$ cat config.mk
export PLATFORM = sky130hd
export DESIGN_NAME = pixel_blk_feeder
export DESIGN_NICKNAME = d
export VERILOG_FILES = /design/src/rtl/pixel_blk_feeder.sv
export SDC_FILE = /design/constraint.sdc
export NUM_CORES = 1
export LEC_CHECK = 0
export CORE_MARGIN = 2
export CORE_UTILIZATION = 25
export DETAILED_ROUTE_END_ITERATION = 7
export GPL_TIMING_DRIVEN = 0
export PLACE_DENSITY = 0.36
export SLEW_MARGIN = 10
export SYNTH_ARGS = -nofsm -noshare
export SYNTH_HDL_FRONTEND = slang
export SYNTH_SLANG_ARGS = --single-unit
export TNS_END_PERCENT = 30
$ cat constraint.sdc
create_clock -name clock -period 5.9 [get_ports clock]
set_input_delay 1.77 -clock clock [delete_from_list [all_inputs] [get_ports clock]]
set_output_delay 1.77 -clock clock [all_outputs]
set_load 0.05 [all_outputs]
$ cat src/rtl/pixel_blk_feeder.sv
// rtl/pixel_blk_feeder.sv - ping-pong 64-pixel block packer feeding the forward DCT
// Optional LEVEL_SHIFT_EN: samples leave as pixel^8'h80 (applied as pixels are stored).
module pixel_blk_feeder #(
  parameter logic [7:0] PAD_VALUE = 8'd0
) (
  input  logic       clock,
  input  logic       reset_n,
  input  logic       dct_flag,
  input  logic [7:0] pix_data,
  input  logic       pix_data_en,
  input  logic       pix_last,
  output logic       pix_ready,
  input  logic       dct_ready,
  output logic [7:0] dct_data,
  output logic       dct_data_en,
  output logic [5:0] dct_data_idx,
  output logic       dct_last_blk,
  output logic       compress_feed_done,
  output logic       overflow_err
);

  localparam logic [5:0] LAST_IDX = 6'd63;
`ifdef LEVEL_SHIFT_EN
  localparam logic [7:0] SHIFT = 8'h80;
`else
  localparam logic [7:0] SHIFT = 8'h00;
`endif

  typedef enum logic {W_FILL, W_PAD} wstate_t;
  typedef enum logic [1:0] {R_IDLE, R_READ, R_DONE} rstate_t;

  logic [7:0] mem [0:127];
  wstate_t    w_state, w_next;
  rstate_t    r_state, r_next;
  logic       wr_bank, wr_bank_nxt, rd_bank;
  logic [5:0] wr_cnt, wr_cnt_nxt, rd_cnt;
  logic [1:0] bank_full, bank_last, full_nxt, last_nxt;
  logic       accept, we, set_full, set_last, clr_full;
  logic [7:0] wdata;
  logic       pix_ready_d, overflow_d, rd_active;

  assign accept = pix_data_en & pix_ready;

  // State registers
  always_ff @(posedge clock or negedge reset_n) begin
    if (!reset_n) begin
      w_state   <= W_FILL;
      r_state   <= R_IDLE;
      wr_bank   <= 1'b0;
      rd_bank   <= 1'b0;
      wr_cnt    <= 6'd0;
      rd_cnt    <= 6'd0;
      bank_full <= 2'b00;
      bank_last <= 2'b00;
    end else begin
      w_state   <= w_next;
      r_state   <= r_next;
      wr_bank   <= wr_bank_nxt;
      wr_cnt    <= wr_cnt_nxt;
      bank_full <= full_nxt;
      bank_last <= last_nxt;
      rd_cnt    <= (r_state == R_READ) ? rd_cnt + 6'd1 : 6'd0;
      if (r_state == R_DONE) rd_bank <= ~rd_bank;
    end
  end

  // Next-state logic for both sides
  always_comb begin
    w_next      = w_state;
    wr_bank_nxt = wr_bank;
    wr_cnt_nxt  = wr_cnt;
    we          = 1'b0;
    wdata       = pix_data ^ SHIFT;
    set_full    = 1'b0;
    set_last    = 1'b0;
    case (w_state)
      W_FILL: if (accept) begin
        we         = 1'b1;
        wr_cnt_nxt = wr_cnt + 6'd1;
        if (wr_cnt == LAST_IDX) begin
          set_full    = 1'b1;
          set_last    = pix_last;
          wr_bank_nxt = ~wr_bank;
        end else if (pix_last) begin
          w_next = W_PAD;
        end
      end
      default: begin
        we         = 1'b1;
        wdata      = PAD_VALUE ^ SHIFT;
        wr_cnt_nxt = wr_cnt + 6'd1;
        if (wr_cnt == LAST_IDX) begin
          set_full    = 1'b1;
          set_last    = 1'b1;
          wr_bank_nxt = ~wr_bank;
          w_next      = W_FILL;
        end
      end
    endcase

    r_next   = r_state;
    clr_full = 1'b0;
    case (r_state)
      R_IDLE:  if (bank_full[rd_bank] & dct_ready & dct_flag) r_next = R_READ;
      R_READ:  if (rd_cnt == LAST_IDX) begin
        r_next   = R_DONE;
        clr_full = 1'b1;
      end
      default: r_next = R_IDLE;
    endcase

    // Writer and reader always touch different banks, so both updates land.
    full_nxt = bank_full;
    last_nxt = bank_last;
    if (clr_full) begin
      full_nxt[rd_bank] = 1'b0;
      last_nxt[rd_bank] = 1'b0;
    end
    if (set_full) begin
      full_nxt[wr_bank] = 1'b1;
      last_nxt[wr_bank] = set_last;
    end
  end

  // Output decode; readiness looks ahead so a full bank is never offered
  always_comb begin
    rd_active   = (r_state == R_READ);
    pix_ready_d = dct_flag & ~full_nxt[wr_bank_nxt] & (w_next == W_FILL);
    overflow_d  = pix_data_en & ~pix_ready & dct_flag;
  end

  always_ff @(posedge clock) begin
    if (we) mem[{wr_bank, wr_cnt}] <= wdata;
  end

  always_ff @(posedge clock or negedge reset_n) begin
    if (!reset_n) begin
      pix_ready          <= 1'b0;
      overflow_err       <= 1'b0;
      dct_data           <= 8'd0;
      dct_data_en        <= 1'b0;
      dct_data_idx       <= 6'd0;
      dct_last_blk       <= 1'b0;
      compress_feed_done <= 1'b0;
    end else begin
      pix_ready          <= pix_ready_d;
      overflow_err       <= overflow_err | overflow_d;
      if (rd_active) dct_data <= mem[{rd_bank, rd_cnt}];
      dct_data_en        <= rd_active;
      dct_data_idx       <= rd_active ? rd_cnt : 6'd0;
      dct_last_blk       <= rd_active & bank_last[rd_bank];
      compress_feed_done <= (r_state == R_DONE) & dct_last_blk;
    end
  end

endmodule
==> impl_results.md <==
* Area added between synthesis and finish at 18.4%
* Slew @ Worst Pin at 1.27 ns
* Leakage at ~15 nW
* Worst setup EP type: flop
* Commonest non-fill, non-tap cell in the layout: edfxtp_1
* Worst EP arrival at around 5.6 ns
* Worst-case clock buffer depth at 3
* WL final at ~130 mm
* Wire per inst at 28.2 um
* Final worst-path cycle share at 88.8%
* Max-Cap Viols at 0
* Routability cong. at 0.801
* Post-Place Setup Slack at -0.122 ns
* Root Buffer: clkbuf_16
* M1 WL at approximately 60 mm
* Via count at 21.9k
* All-layer global routing usage at 15.5%
* Share of cells above drive strength 1 at 20.0%
* Startpoint Class: input port
* Setup violators final at 0
* Critical-path cell list: clkdlybuf4s50_1, a21oi_1, nor2b_1, nand3_1, clkbuf_1, buf_8, nor2_1
* Initial core utilization at 25.1%
* Worst Setup Path Type: input port to flop
* Post-CTS sizing at 0
* Number of global-route vias before repair at ~23k
* H-tree levels at 3
* Crit-path max FO at 9
* Buf/Inv on CP at 3
* Synth area leader: edfxtp_1
* Critical Path RT at 6.27 ns
* Grt ovf at 0
* Final Max Slew Viols at 0
* #FFs+latches synth at 1,064
* Fin util at 29.7%
* HPWL after DPL at 93.5 mm
* Ranking of synthesized cells by area: edfxtp_1 (74%), mux4_2 (7.8%), mux2i_1 (4.5%)
* Fmax at 0.191 GHz
* Post-placement cell count at 4,481
* Post-synth top flop: edfxtp_1
* First-pass GRT wire length at approximately 180 mm
* Number of nets in the layout at 2,415
* FP Rows at 150
* Cells after Synth at 2,209
* WL met2 at 64.5 mm
* Post-Syn Area per Cell at 18.9 sq um
* Die Span Y at 413 um
* Hold Vio Cnt, Final at 0
* Cell area after synthesis at approximately 42,000 sq um
* Commonest non-fill, non-tap cells in the layout: edfxtp_1 (1,024), mux2i_1 (187), nor2_1 (182)
* Worst-path clk slew at 0.06 ns
* Seq/Total Area, Yosys at between 70% and 80%
* Num CTS Buffers at 120
* Top sig layer: met4
* IO buf count at 32
* Worst path slowest cell: nand3_1
* Drt pass-1 iters at 5
* Total power at 18.1 mW
* Final ANT Viol Nets at 0
* Final min period at 5.24 ns
* Type of the tightest min-delay check: flop to flop
* DRC Markers at 0
* Max VDD drop at 0.259 mV
* Post-CTS setup buffer count at 0
* Core Region at about 170,000 sq um
* Cts hold-fix bufs at 0
* Antenna diodes at 0
* Synthesized net count at 2,225
* Post-synth EDFFs at 1,024
* # clock sinks at 1,064
* Top delay family on crit path: simple AND/OR/NAND/NOR gates
* Met3 WL at 6.09 mm
* Post-synthesis async set-or-reset flop share at approximately 3.8%
* Status: completed
* Latest clock arrival within the worst-skew pair at around 0.76 ns
* Die X at 413 um
* Io pins at 33
* Initial antenna violation count at 12
* RSZ-0062 raised after global routing: false
* DR vias/cell at approximately 4.7
* Synth warn at 0
* CP max stage delay at 0.90 ns
* CTS tree: yes
* Netlist cell types at between 40 and 50
* Pwr Density at ~370 nW/um^2
* Fin cells at 4,702
* Relative slew slack at around 16%
* Clk_skew at 0.0566 ns
* Initial DRC count at 1,846
* Setup ws final at around 0.66 ns
* Die ar. at 170,000 sq um
* Synth top area share at between 70% and 80%
* Largest net degree at the start of global routing at 40
-- per-layer routing --
layer | GRT usage, % | vias up
li1 | - | 9327
met1 | 21.4 | 11800
met2 | 25.8 | 600
met3 | 2.10 | 147
met4 | 3.80 | 0
met5 | 0 | -
-- cells by family after synthesis --
logic type	Yosys count	synth area share [%]
xor gates and xnor gates	12	0.251
muxes	396	14.0
AOI/OAI and AO/OA	240	4.06
buffers and inverters	132	1.71
DFF	1064	76.0
adders and majority gates	2	0.0599
and+or+nand+nor	363	3.98
-- area by class of cell --
| cell class | instances | area [sq um] |
|---|---|---|
| Buffer | 127 | 703 |
| Clock buffer | 151 | 3140 |
| Clock inverter | 70 | 647 |
| Fill cell | 16500 | 117000 |
| Inverter | 5 | 18.8 |
| Multi-Input combinational cell | 1013 | 9390 |
| Sequential cell | 1064 | 31800 |
| Tap cell | 2204 | 2760 |
| Timing Repair Buffer | 68 | 1070 |
-- report_power, final --
part | leakage (nW) | switching (mW) | internal (mW)
combinational | 3.49 | 1.50 | 0.658
sequential | 9.78 | 0.0817 | 8.69
clock | 1.81 | 3.11 | 4.08
total | 15.1 | 4.69 | 13.4
-- registers in the layout, summed over array words and instances (netlist names) --
| signal | flops |
|---|---|
| compress_feed_done | 1 |
| dct_data | 8 |
| dct_data_idx | 6 |
| r_state | 2 |
| pix_ready | 1 |
| rd_cnt | 6 |
| wr_bank | 1 |
| rd_bank | 1 |
| w_state | 1 |
| bank_full | 2 |
| bank_last | 2 |
| wr_cnt | 6 |
| mem | 1024 |
| dct_last_blk | 1 |
| overflow_err | 1 |
| dct_data_en | 1 |
-- cells in the mapped netlist, types with 9 or more instances --
master       n
nand2_1     46
buf_2       28
mux2_2      65
a211oi_1    32
buf_1        9
buf_4       27
edfxtp_1  1024
nor3_1      13
mux2i_1    187
a21oi_1     12
a22o_1      16
buf_6       11
dfrtp_1     40
o21ai_0     19
mux4_2     144
o31ai_1     24
o22ai_1     73
clkbuf_1    51
nor2_1     182
nand2b_1    10
nor2b_1     51
nor4_1       9
nand3_1     21
-- worst paths after layout --
| kind | start | endpoint | slack, ns | cells past startpoint |
|---|---|---|---|---|
| setup / recovery | pix_data_en | mem[111][5] | 0.66 | 7 |
| hold / removal | r_state[1] | r_state[0] | 0.46 | 1 |
| setup reg to reg | pix_ready | mem[109][5] | 1.74 | 5 |
| hold reg to reg | r_state[1] | r_state[0] | 0.46 | 1 |
| max in group asynchronous | reset_n | wr_cnt[1] | 4.36 | 2 |
| min in group asynchronous | reset_n | overflow_err | 0.95 | 1 |
-- through the flow --
stage / setup TNS (ns) / hold WS (ns) / area (sq um)
final: 0 / 0.459 / 49500
after global routing: 0 / 0.472 / 49500
after CTS: 0 / 0.455 / 49500
after detailed placement: -1.96 / 0.445 / 45700
after global placement: -6394.83 / 0.451 / 44900
after floorplan: 0 / 0.417 / 41800
No activity file was read; power rests on OpenSTA's default activity.
